<file path="config.mk">
export PLATFORM = sky130hd
export DESIGN_NAME = pipeline_sample_feeder
export DESIGN_NICKNAME = d
export VERILOG_FILES = /design/src/rtl/pipeline_sample_feeder.sv
export SDC_FILE = /design/constraint.sdc
export NUM_CORES = 1
export LEC_CHECK = 0
export CAP_MARGIN = 5
export CORE_MARGIN = 2
export CORE_UTILIZATION = 53
export DETAILED_ROUTE_END_ITERATION = 16
export PLACE_DENSITY = 0.84
export SLEW_MARGIN = 20
export SYNTH_ARGS = -nofsm -noshare
export SYNTH_HDL_FRONTEND = slang
export SYNTH_SLANG_ARGS = --single-unit
</file>
<file path="constraint.sdc">
create_clock -name clk -period 3 [get_ports clk]
set_clock_uncertainty 0.1 [all_clocks]
set_input_delay 0.45 -clock clk [delete_from_list [all_inputs] [get_ports clk]]
set_output_delay 0.45 -clock clk [all_outputs]
set_load 0.02 [all_outputs]
</file>
<file path="src/rtl/pipeline_sample_feeder.sv">
// Initiator side of the pipeline sample handshake: buffers source samples in a
// small FIFO, ticks each one into the pipeline, and strobes out the result.
//
// state      | meaning
// -----------+-----------------------------------------------------------
// IDLE       | waiting for a buffered sample; pops the FIFO head
// ISSUE      | launches the single-cycle tick, arms the timeout timer
// WAIT_ACK   | waiting for the pipeline to drop ready after the tick
// WAIT_DONE  | waiting for ready to return; captures the result
// COOLDOWN   | one dead cycle while the pipeline settles back to READY
// FAULT      | terminal until reset; FIFO still accepts and counts drops
module pipeline_sample_feeder #(
   parameter int data_width     = 16,
   parameter int fifo_depth     = 4,
   parameter int timeout_cycles = 4096
) (
   input  logic                  clk,
   input  logic                  reset,
   input  logic [data_width-1:0] src_sample,
   input  logic                  src_valid,
   output logic [data_width-1:0] pipe_in_sample,
   output logic                  pipe_in_valid,
   input  logic                  pipe_ready,
   input  logic [data_width-1:0] pipe_out_sample,
   input  logic                  pipe_error,
   output logic [data_width-1:0] dst_sample,
   output logic                  dst_valid,
   output logic                  overrun,
   output logic [15:0]           drop_count,
   output logic                  fault,
   output logic                  busy
);

   localparam int aw = $clog2(fifo_depth);
   localparam int tw = $clog2(timeout_cycles + 1);
   localparam logic [aw:0]   fifo_full_cnt = (aw + 1)'(fifo_depth);
   localparam logic [tw-1:0] timer_load    = tw'(timeout_cycles);

   typedef enum logic [2:0] {
      ST_IDLE      = 3'd0,
      ST_ISSUE     = 3'd1,
      ST_WAIT_ACK  = 3'd2,
      ST_WAIT_DONE = 3'd3,
      ST_COOLDOWN  = 3'd4,
      ST_FAULT     = 3'd5
   } state_t;

   state_t state, state_nxt;

   logic [data_width-1:0] fifo_mem [fifo_depth];
   logic [aw-1:0]         rd_ptr, wr_ptr;
   logic [aw:0]           fifo_cnt;
   logic                  fifo_empty, fifo_full;
   logic                  push, pop, drop;
   logic                  tick, capture, tmr_load, tmr_dec;
   logic [tw-1:0]         timer;

   assign fifo_empty = (fifo_cnt == '0);
   assign fifo_full  = (fifo_cnt == fifo_full_cnt);
   // A pop in the same cycle frees a slot, so a full FIFO can still take the write.
   assign push = src_valid && (!fifo_full || pop);
   assign drop = src_valid && fifo_full && !pop;

   always_ff @(posedge clk) begin
      if (push) fifo_mem[wr_ptr] <= src_sample;
   end

   always_ff @(posedge clk or posedge reset) begin
      if (reset) begin
         rd_ptr   <= '0;
         wr_ptr   <= '0;
         fifo_cnt <= '0;
      end else begin
         if (push) wr_ptr <= wr_ptr + aw'(1);
         if (pop)  rd_ptr <= rd_ptr + aw'(1);
         if (push && !pop)      fifo_cnt <= fifo_cnt + (aw + 1)'(1);
         else if (pop && !push) fifo_cnt <= fifo_cnt - (aw + 1)'(1);
      end
   end

   always_ff @(posedge clk or posedge reset) begin
      if (reset) state <= ST_IDLE;
      else       state <= state_nxt;
   end

   always_comb begin
      state_nxt = state;
      pop       = 1'b0;
      tick      = 1'b0;
      capture   = 1'b0;
      tmr_load  = 1'b0;
      tmr_dec   = 1'b0;
      if (pipe_error) begin
         state_nxt = ST_FAULT;
      end else begin
         case (state)
            ST_IDLE: begin
               if (!fifo_empty) begin
                  pop       = 1'b1;
                  state_nxt = ST_ISSUE;
               end
            end
            ST_ISSUE: begin
               tick      = 1'b1;
               tmr_load  = 1'b1;
               state_nxt = ST_WAIT_ACK;
            end
            ST_WAIT_ACK: begin
               tmr_dec = 1'b1;
               if (timer == tw'(1))  state_nxt = ST_FAULT;
               else if (!pipe_ready) state_nxt = ST_WAIT_DONE;
            end
            ST_WAIT_DONE: begin
               if (pipe_ready) begin
                  capture   = 1'b1;
                  state_nxt = ST_COOLDOWN;
               end else begin
                  tmr_dec = 1'b1;
                  if (timer == tw'(1)) state_nxt = ST_FAULT;
               end
            end
            ST_COOLDOWN: state_nxt = ST_IDLE;
            ST_FAULT:    state_nxt = ST_FAULT;
            default:     state_nxt = ST_IDLE;
         endcase
      end
   end

   // Timer counts down from timeout_cycles; reaching terminal count 1 while
   // still waiting means timeout_cycles edges have elapsed since the tick.
   always_ff @(posedge clk or posedge reset) begin
      if (reset) begin
         pipe_in_sample <= '0;
         pipe_in_valid  <= 1'b0;
         dst_sample     <= '0;
         dst_valid      <= 1'b0;
         overrun        <= 1'b0;
         drop_count     <= '0;
         timer          <= '0;
      end else begin
         pipe_in_valid <= tick;
         dst_valid     <= capture;
         overrun       <= drop;
         if (pop)     pipe_in_sample <= fifo_mem[rd_ptr];
         if (capture) dst_sample     <= pipe_out_sample;
         if (drop && drop_count != 16'hFFFF) drop_count <= drop_count + 16'd1;
         if (tmr_load)                    timer <= timer_load;
         else if (tmr_dec && timer != '0) timer <= timer - tw'(1);
      end
   end

   assign busy  = (state != ST_IDLE);
   assign fault = (state == ST_FAULT);

endmodule
</file>
==> impl_results.md <==
* Run status: completed
* Clock Root Buffer: sky130_fd_sc_hd__clkbuf_8
* Routed via count divided by cell count at 5.60
* GRT Resource Usage Total at 21.8%
* Hold/Removal Path Class: in2async
* Slew headroom at 46.5%
* Buffer levels on the longest clock path at 2
* Final-report max-slew violation count at 0
* Biggest area contributors in the synthesized netlist: sky130_fd_sc_hd__edfxtp_1, sky130_fd_sc_hd__dfrtp_1, sky130_fd_sc_hd__mux2_2
* Crit path kind: reg2reg
* Leakage power of the design at 2.92 nW
* Maximum fanout encountered on the critical timing path at 10
* Sum Neg Setup Slack at 0 ps
* Proportion of synthesized area in mux cells at 14.2%
* Sinks on Clock Net at 138
* ANT nets after route at 0
* Per-instance average area after synthesis at 15.9 sq um
* Finish-stage setup viols at 0
* Overall overflow remaining after global route at 0
* H-tree depth at 4
* Arrival time reported for the critical path endpoint at 2940 ps
* Sequential cell area fraction in the yosys report at 66.8%
* Crit path cell chain: or4_1, a31oi_1, ha_1, inv_1, fa_1, xor2_1, nor2_1, xor2_1
* Max_cap viols at 0
* DR vias at 3436
* TritonCTS clock tree: built
* Count of hold buffers inserted by post-cts repair at 0
* Most frequent CP cell: sky130_fd_sc_hd__xor2_1
* Number of top-level design ports at 90
* Via count of the first global-routing pass at 3678
* Endpoint class of the critical path: register
* IO buf count at 89
* Initial standard-cell utilization of the core at 54.7%
* Detailed-route wire length at 11400 um
* Synth top area share at 34.0%
* Final routed DRC violation total at 0
* Max frequency at 0.382 GHz
* Fin crit period at 2620 ps
* Share of layout cells above drive strength 1 at 22.0%
* Synthesized-area fraction occupied by ao, oa, aoi and oai cells at 3.14%
* DRT iter0 DRCs at 221
* CTS Buf Count at 17
* Adder-Cell Fraction of Synth Area at 2.35%
* Pin slew with the least headroom to its limit at 803 ps
* Post-synthesis xor/xnor area fraction at 3.10%
* Die Ht at 107 um
* Number of detailed-routing iterations run before antenna repair at 4
* Die ar. at 11500 sq um
* Reg2reg end: fifo_cnt[2]
* Post-DP HPWL at 7350 um
* Number of antenna violations at the first check in global routing at 0
* Final WS setup at 385 ps
* Setup slack, reg-to-reg at 380 ps
* Filler instances at 643
* Final estimated routing congestion in global placement at 0.814
* Period utilisation layout at 87.2%
* Worst-case reg-to-reg path depth at 8
* Post-CTS resize count at 0
* Number of different library cells in the post-synthesis netlist at 46
* Largest incremental delay on the critical path at 550 ps
* Post-CTS setup buffer count at 0
* Number of hold-slack violations in the final timing report at 0
* Cell type contributing the most total cell area after synthesis: sky130_fd_sc_hd__edfxtp_1
* Post-synthesis share of cell area spent on and, or, nand and nor gates at 8.64%
* First-pass GRT wire length at 18800 um
* Nets in the synthesized netlist at 403
* Category of the worst setup path launch point: register
* Yosys warns at 0
* Largest net degree at the start of global routing at 52
* Worst slack after detailed placement at 78.9 ps
* Start of the worst register-to-register path: state[0]
* Combined area of all synthesized cells at 5650 sq um
* Critical path's slowest cell: sky130_fd_sc_hd__or4_1
* Die Wd at 107 um
* Main combinational cell family by area after synthesis: multiplexers
* Most used flip-flop cell after synthesis: sky130_fd_sc_hd__dfrtp_1
* Number of flip-flops and latches in the synthesized netlist at 138
* Required time reported for the critical path endpoint at 3330 ps
* Nets at 512
* Post-DR wirelength/cell at 18.6 um
* Clock insertion delay at the later pin of the skew report at 510 ps
* Std-Cell Rows at 37
* Register clock-pin slew on the reported worst setup and hold paths at 60 ps
* Layout area overhead at 29.7%
* Peak ir drop on the vdd network at 0.000583 V
* Synthesized instance count at 356
* Number of flops mapped to enable cells by yosys at 64
* Core area at 10300 sq um
* Antenna diodes at 0
* Unrepaired setup endpoints after global routing: no
* Share of flip-flops with an asynchronous set or reset after synthesis at 53.6%
* Pwr dens at 953 nW/um^2
cell usage after synthesis (2+ instances only):
cell type and instances:
sky130_fd_sc_hd__mux2_2 35, sky130_fd_sc_hd__nor3_1 13, sky130_fd_sc_hd__xor2_1 16, sky130_fd_sc_hd__nand4_1 6, sky130_fd_sc_hd__and2_1 4, sky130_fd_sc_hd__edfxtp_1 64, sky130_fd_sc_hd__a21oi_1 3, sky130_fd_sc_hd__a21o_1 2
sky130_fd_sc_hd__clkbuf_1 5, sky130_fd_sc_hd__mux2i_1 5, sky130_fd_sc_hd__buf_2 4, sky130_fd_sc_hd__inv_1 11, sky130_fd_sc_hd__or3_1 3, sky130_fd_sc_hd__or2_2 3, sky130_fd_sc_hd__nand3_1 8, sky130_fd_sc_hd__and4_1 5
sky130_fd_sc_hd__o31ai_1 5, sky130_fd_sc_hd__nand2_1 16, sky130_fd_sc_hd__ha_1 9, sky130_fd_sc_hd__mux4_2 16, sky130_fd_sc_hd__nor4_1 8, sky130_fd_sc_hd__xnor2_1 4, sky130_fd_sc_hd__dfrtp_1 74, sky130_fd_sc_hd__o311ai_0 2
sky130_fd_sc_hd__nor2_1 5, sky130_fd_sc_hd__o21ai_0 5, sky130_fd_sc_hd__or4_1 2, sky130_fd_sc_hd__buf_4 2, sky130_fd_sc_hd__o211ai_1 4
where the power goes:
part | switching (mW) | internal [mW] | leakage [nW] | total [mW]
registers | 0.397 | 2.51 | 1.55 | 2.91
clock network | 0.810 | 1.14 | 0.267 | 1.95
logic | 1.04 | 1.08 | 1.10 | 2.12
total | 2.25 | 4.73 | 2.92 | 6.98
cell type report:
| type | count | area (sq um) | area share [%] |
|---|---|---|---|
| flip-flops and latches | 138 | 3770 | 51.5 |
| multi-input cells | 195 | 1780 | 24.3 |
| repair buffers | 102 | 1000 | 13.7 |
| clock buffers | 18 | 428 | 5.84 |
| well taps | 136 | 170 | 2.32 |
| clock inverters | 14 | 138 | 1.88 |
| inverters | 11 | 41.3 | 0.563 |
layer usage:
layer  vias to the layer above  GRT usage (%)  wire, um
met5                         -              0         0
met1                      1733           26.0      4660
li1                       1575              -         -
met4                         0           6.22       121
met3                        11           6.48       563
met2                       117           38.5      6100
kinds of logic (layout without fill, tap and decap cells):
group / count (synthesis) / count (layout)
XOR/XNOR: 20 / 20
AND/OR/NAND/NOR: 83 / 83
buffers and inverters: 23 / 145
flip-flops: 138 / 138
multiplexers: 56 / 56
adder cells (fa/ha/maj): 10 / 10
AO/OA/AOI/OAI: 26 / 26
worst max-delay path, delay by kind of cell, from the launching register on:
kind | cells | cell delay (ps)
adders and majority gates | 2 | 620
xor gates and xnor gates | 2 | 330
buffers and inverters | 1 | 60
DFF | 1 | 470
AOI/OAI and AO/OA | 1 | 310
and+or+nand+nor | 2 | 660
registers in the layout, summed over array words and instances (netlist names), 2 cells and up:
| name | count |
|---|---|
| wr_ptr | 2 |
| drop_count | 16 |
| state | 3 |
| fifo_mem | 64 |
| dst_sample | 16 |
| pipe_in_sample | 16 |
| fifo_cnt | 3 |
| rd_ptr | 2 |
| timer | 13 |
layout by cell type (no fill, tap or decap), types with 6 or more instances in the layout:
cell type / count
sky130_fd_sc_hd__clkdlybuf4s50_1: 89
sky130_fd_sc_hd__dfrtp_1: 74
sky130_fd_sc_hd__edfxtp_1: 64
sky130_fd_sc_hd__mux2_2: 35
sky130_fd_sc_hd__nand2_1: 16
sky130_fd_sc_hd__xor2_1: 16
sky130_fd_sc_hd__mux4_2: 16
sky130_fd_sc_hd__clkbuf_16: 16
sky130_fd_sc_hd__nor3_1: 13
sky130_fd_sc_hd__buf_4: 12
sky130_fd_sc_hd__inv_1: 10
sky130_fd_sc_hd__ha_1: 9
sky130_fd_sc_hd__nor4_1: 8
sky130_fd_sc_hd__nand3_1: 8
sky130_fd_sc_hd__nand4_1: 6
stage by stage:
stage                     instance area (sq um)  cells  total power [mW]  utilization, %  hold slack [ps]
after global routing                       7330    614              7.35            71.0              207
after detailed placement                   6760    582              5.05            65.5              395
after floorplan                            5650    356              4.16               -              369
after global placement                     6760    582              4.92            65.5              387
final                                      7330    614              6.98            71.0              190
after CTS                                  7330    614              7.05            71.0              185
worst max-delay path by stage:
stage	slack, ps	from	cells past startpoint	endpoint
floorplan	270	state[0]	10	fifo_cnt[2]
global placement	190	pipe_error	9	fifo_cnt[2]
detailed placement	80	pipe_error	9	fifo_cnt[2]
CTS	410	state[0]	8	fifo_cnt[2]
global route	260	state[0]	8	fifo_cnt[2]
finish	380	state[0]	8	fifo_cnt[2]
Note: power is estimated with default switching activity, not from simulation.
==> patch 1: new RTL, same flow settings <==
Set the parameter `data_width` to 14 (it was 16).
--- a/src/rtl/pipeline_sample_feeder.sv
+++ b/src/rtl/pipeline_sample_feeder.sv
@@ -11,5 +11,5 @@
 // FAULT      | terminal until reset; FIFO still accepts and counts drops
 module pipeline_sample_feeder #(
-   parameter int data_width     = 16,
+   parameter int data_width     = 14,
    parameter int fifo_depth     = 4,
    parameter int timeout_cycles = 4096
Ports: changed (resized dst_sample, pipe_in_sample, pipe_out_sample and src_sample); port bits go from 90 to 82. The function was not compared with the original's and may differ.
==> patch 1 against the original RTL <==
Largest power group unchanged; critical path type unchanged; routed wire length is 3.4% lower; maximum frequency is 0.32% higher; design area is 4.9% lower; core utilization hardly changed; sequential cell count is 12 lower; largest cell class unchanged; area after synthesis is 5.0% lower; cell count is 1.6% lower; setup slack better by 0.0082 ns; synthesized cell count is 1.1% higher; count of clock-buffer cells in the layout is 1 lower; total power is 4.7% lower; global-route usage is 0.099 points higher; highest routed layer unchanged; first-iteration DRC count is 12% lower.
==> patch 1: results (changes against the original RTL) <==
Cells and area
  • Top Registers: fifo_mem: 56 flops, drop_count: 16 flops
  • Final nets: 501 (-2.1%)
  • Share of cells above drive strength 1: 20.2% (-1.8 points)

Global route
  • Vias in the first global route: 3586 (-2.5%)
  • M2 GR Usage: 36.9% (-1.6 points)
  • Largest net degree at the start of global routing: 71 (+37%)
  • Global Route met1 Usage: 27.4% (+1.5 points)
  • Antenna violations before repair: 0 (unchanged)
  • First-pass GRT wire length: 18400 µm (-2.2%)
  • GRT Total Usage: 21.9% (+0.099 points)
  • Met3 Usage GRT: 5.49% (-0.99 points)

Logic synthesis
  • Complex-gate fraction of the synthesized area: 3.47% (+0.33 points)
  • Mux cell area share after synthesis: 13.7% (-0.56 points)
  • XOR/XNOR Fraction of Synth Area: 2.77% (-0.33 points)
  • Share of flip-flops with an asynchronous set or reset: 55.6% (+1.9 points)
  • List of most frequent post-synthesis cells: dfrtp_1 (70), edfxtp_1 (56), mux2_2 (26)
  • Cell count after synthesis: 360 (+1.1%)
  • Syn nets: 403 (unchanged)
  • Sequential area share after synthesis: 63.9% (-2.8 points)
  • Count of flip-flops with a built-in enable after synthesis: 56 (-13%)
  • Number of distinct library cells after synthesis: 52 (+13%)
  • Synth Area in Adders: 2.47% (+0.12 points)
  • Leading post-synthesis cells by cell area: dfrtp_1 (33%), edfxtp_1 (31%), mux4_2 (5.9%), mux2_2 (5.5%), ha_1 (2.1%)

Power and ir drop
  • Internal power: 4360 µW (-8.0%)
  • Worst VDD drop: 0.596 mV (+2.3%)
  • P_seq: 2690 µW (-7.6%)
  • Leak pwr: 0.00277 µW (-5.0%)
  • Sw frac: 34.6% (+2.4 points)
  • P_comb: 1960 µW (-8%)

Detailed routing
  • WL met2: 5970 µm (-2.1%)
  • DR pass1 iterations: 5 (+1)
  • M1 WL: 4390 µm (-5.9%)
  • Number of vias per cell: 5.72 (+2.2%)
  • WL final: 11100 µm (-3.4%)
  • Wire length on met3: 578 µm (+2.7%)
  • DR iter-0 viols: 195 (-12%)
  • Wire length per cell: 18.3 µm (-1.8%)

Setup path
  • Max incr delay on CP: 0.70 ns (+0.15 ns)
  • Arrival @ worst endpoint: 2.96 ns (+0.02 ns)
  • CP Max Fanout: 9 (-1)

Place
  • Buffers on Ports: 81 (-9.0%)
  • Dpl hpwl: 6810 µm (-7.4%)
  • Cell Area, Placed: 0.00637 mm² (-5.9%)
  • Place WS: 0.116 ns (+0.0367 ns)
  • Placed Cells: 572 (-1.7%)
  • RePlAce Congestion: 0.814 (about the same)

STA
  • Worst-Margin Slew: 0.749 ns (-0.0537 ns)

Run status
  • Status: complete, no violations

Clocking
  • Clk_lat worst skew: 0.53 ns (+0.02 ns)
[patch 1: cell types whose count changed in the layout (fill, tap and decap cells not counted), sizes merged, moves of 5 or more]
cell / unedited run / this run
inv: 16 / 22
clkdlybuf4s50: 89 / 81
edfxtp: 64 / 56
nor2: 6 / 12
nor4: 8 / 13
nand2b: 0 / 5
o21ai: 6 / 11
[patch 1: final cells by class]
class	instances	area, µm²
inverter	13	48.8
fill	661	2850
sequential	126	3430
tap	133	166
clock buffer	17	414
multi-input combinational	209	1820
timing repair buffer	91	898
clock inverter	15	186
[patch 1: worst paths after layout]
path / start / to / slack [ns] / cells past startpoint
max reg2reg: state[2] / fifo_cnt[2] / 0.39 / 8
min reg2reg: pipe_in_sample[9] / pipe_in_sample[9] / 0.39 / 1
max: state[2] / fifo_cnt[2] / 0.39 / 8
max in group asynchronous: reset / timer[6] / 2.20 / 3
min in group clk: pipe_in_sample[9] / pipe_in_sample[9] / 0.39 / 1
min: reset / dst_sample[8] / 0.28 / 3
==> patch 2: new RTL, config.mk and constraints unchanged <==
Without the edit above. Put a register stage on the output `fault`, cleared by the reset. The value now appears one clock later. The other outputs are not delayed to match.
--- a/src/rtl/pipeline_sample_feeder.sv
+++ b/src/rtl/pipeline_sample_feeder.sv
@@ -151,5 +151,11 @@
 
    assign busy  = (state != ST_IDLE);
-   assign fault = (state == ST_FAULT);
+   always_ff @(posedge clk or posedge reset) begin
+      if (reset) begin
+         fault <= '0;
+      end else begin
+         fault <= (state == ST_FAULT);
+      end
+   end
 
 endmodule
Behaviour: not the same (Yosys sat finds a counterexample within 4 cycles, from zero or initial values and one cycle with reset high).
==> patch 2 against the original RTL <==
Area after synthesis grew 0.44%; worst hold slack improved by 0.063 ns; via count up 2.5%; cell count grew 0.33%; routed wire length up 1.6%; setup slack improved by 0.035 ns; die area up 0.43%; core utilization barely moved; sequential power up 1%; sequential cell count increased by 1; total power grew 0.80%; design area is 0.43% higher; critical path type unchanged; critical endpoint unchanged; highest routed layer unchanged.
==> patch 2: results (changes against the original RTL) <==
Run status
  • Status: complete, no violations

Place
  • Dpl hpwl: 7330 µm (-0.29%)
  • RePlAce Congestion: 0.809 (-0.61%)
  • Placed Cells: 584 (+0.34%)
  • Cell Area, Placed: 0.00680 mm² (+0.48%)

Power and ir drop
  • Worst VDD drop: 0.648 mV (+11%)
  • Leak pwr: 0.00294 µW (+0.86%)

Logic synthesis
  • List of most frequent post-synthesis cells: dfrtp_1 (75), edfxtp_1 (64), mux2_2 (35)
  • Synthesis Warnings: 0 (unchanged)
  • Synth Flop Type: dfrtp_1
  • Syn nets: 404 (+0.25%)
  • Count of flip-flops with a built-in enable after synthesis: 64 (unchanged)
  • Share of flip-flops with an asynchronous set or reset: 54.0% (+0.33 points)
  • Leading post-synthesis cells by cell area: edfxtp_1 (34%), dfrtp_1 (33%), mux2_2 (6.9%), mux4_2 (6.3%), xor2_1 (2.5%)
  • Cell count after synthesis: 357 (+0.28%)
  • Sequential area share after synthesis: 66.9% (+0.15 points)
  • Number of distinct library cells after synthesis: 46 (unchanged)

Clocking
  • Clock Tree Buf Depth: 2 (unchanged)
  • Clk_lat worst skew: 0.52 ns
  • CTS resizes: 0 (unchanged)
  • Worst-path clk slew: 0.06 ns (about the same)
  • H-tree depth: 4 (unchanged)
  • Clk root buf: clkbuf_8
  • Total CTS buffers: 17 (unchanged)
  • Total setup buffers inserted after CTS: 0 (unchanged)

Cells and area
  • Share of cells above drive strength 1: 21.5% (-0.51 points)
  • Final nets: 514 (+0.39%)
  • Max reg flops: 64 (unchanged)
  • Fillers: 661 (+2.8%)

Setup path
  • Critical path class: reg -> reg
  • CP Max Fanout: 10 (unchanged)
  • Reg2reg end: fifo_cnt[2]
  • Launch point of the worst reg-to-reg path: state[0]
  • FF-to-FF setup slack: 0.42 ns (+0.03 ns)
  • Worst reg2reg path depth: 8 (unchanged)
  • CP max stage cell: or4_1
  • Arrival @ worst endpoint: 2.92 ns (-0.02 ns)
  • Max incr delay on CP: between 0.5 and 0.6 ns

Global route
  • Largest net degree at the start of global routing: 45 (-13%)
  • Antenna violations before repair: 0 (unchanged)
  • First-pass GRT wire length: 19000 µm (+0.95%)
  • GRT Total Usage: 22.1% (+0.26 points)
  • Vias in the first global route: 3670 (-0.22%)

Detailed routing
  • Number of vias per cell: 5.72 (+2.1%)
  • Wire length per cell: 18.9 µm (+1.3%)
  • DR pass1 iterations: 5 (+1)
  • WL final: 11600 µm (+1.6%)
  • DR iter-0 viols: 244 (+10%)

STA
  • Max_slew headroom: 47.0% (+0.46 points)
## patch 2: cell count changes after synthesis
cell | before | now
dfrtp_1 | 74 | 75
## patch 2: layer usage
| metal | track usage (%) | vias to the layer above | wire, µm |
|---|---|---|---|
| li1 | - | 1585 | - |
| met1 | 28.0 | 1797 | 4780 |
| met2 | 36.8 | 128 | 6050 |
| met3 | 6.48 | 11 | 681 |
| met4 | 6.96 | 0 | 124 |
| met5 | 0 | - | 0 |
## patch 2: worst min path at each step
stage	end	slack, ns	depth (start not counted)
floorplan	timer[9]	0.37	1
global placement	dst_sample[14]	0.39	1
detailed placement	dst_sample[13]	0.40	1
CTS	rd_ptr[1]	0.26	3
global route	drop_count[6]	0.32	3
finish	dst_sample[7]	0.25	3
## patch 2: kinds of logic (layout without fill, tap and decap cells)
| logic type | after synthesis | count (layout) | share of synthesized area, % |
|---|---|---|---|
| fa+ha+maj | 10 | 10 | 2.34 |
| mux | 56 | 56 | 14.2 |
| compound gates | 26 | 26 | 3.13 |
| flops | 139 | 139 | 66.9 |
| simple gates | 83 | 83 | 8.60 |
| xor+xnor | 20 | 20 | 3.09 |
| buf+inv | 23 | 146 | 1.74 |
## patch 2: power by group
| group | internal, µW | switching (µW) | leakage, µW |
|---|---|---|---|
| Combinational | 1090 | 1010 | 0.00110 |
| Sequential | 2530 | 414 | 0.00157 |
| Clock | 1190 | 801 | 0.000275 |
## patch 2: worst max-delay path: cells and delay by family (launching register included)
| kind | cells | cell delay (ns) |
|---|---|---|
| simple gates | 2 | 0.67 |
| buf+inv | 1 | 0.06 |
| xor+xnor | 2 | 0.35 |
| fa+ha+maj | 2 | 0.59 |
| compound gates | 1 | 0.27 |
| flops | 1 | 0.46 |
## patch 2: final cells by class
| type | count | area, µm² | share of cell area, % |
|---|---|---|---|
| Clock inverter | 13 | 143 | 1.94 |
| Clock buffer | 19 | 422 | 5.73 |
| Tap cell | 136 | 170 | 2.31 |
| Timing Repair Buffer | 103 | 1010 | 13.7 |
| Multi-Input combinational cell | 195 | 1780 | 24.2 |
| Inverter | 11 | 41.3 | 0.561 |
| Sequential cell | 139 | 3800 | 51.6 |
## patch 2: stage by stage
stage               utilization (%)  setup WS (ns)  hold WS [ns]
global route                   71.0          0.296         0.319
CTS                            71.0          0.412         0.256
global placement               65.5          0.196         0.389
floorplan                         -          0.267         0.369
finish                         71.0          0.420         0.254
detailed placement             65.5          0.114         0.396
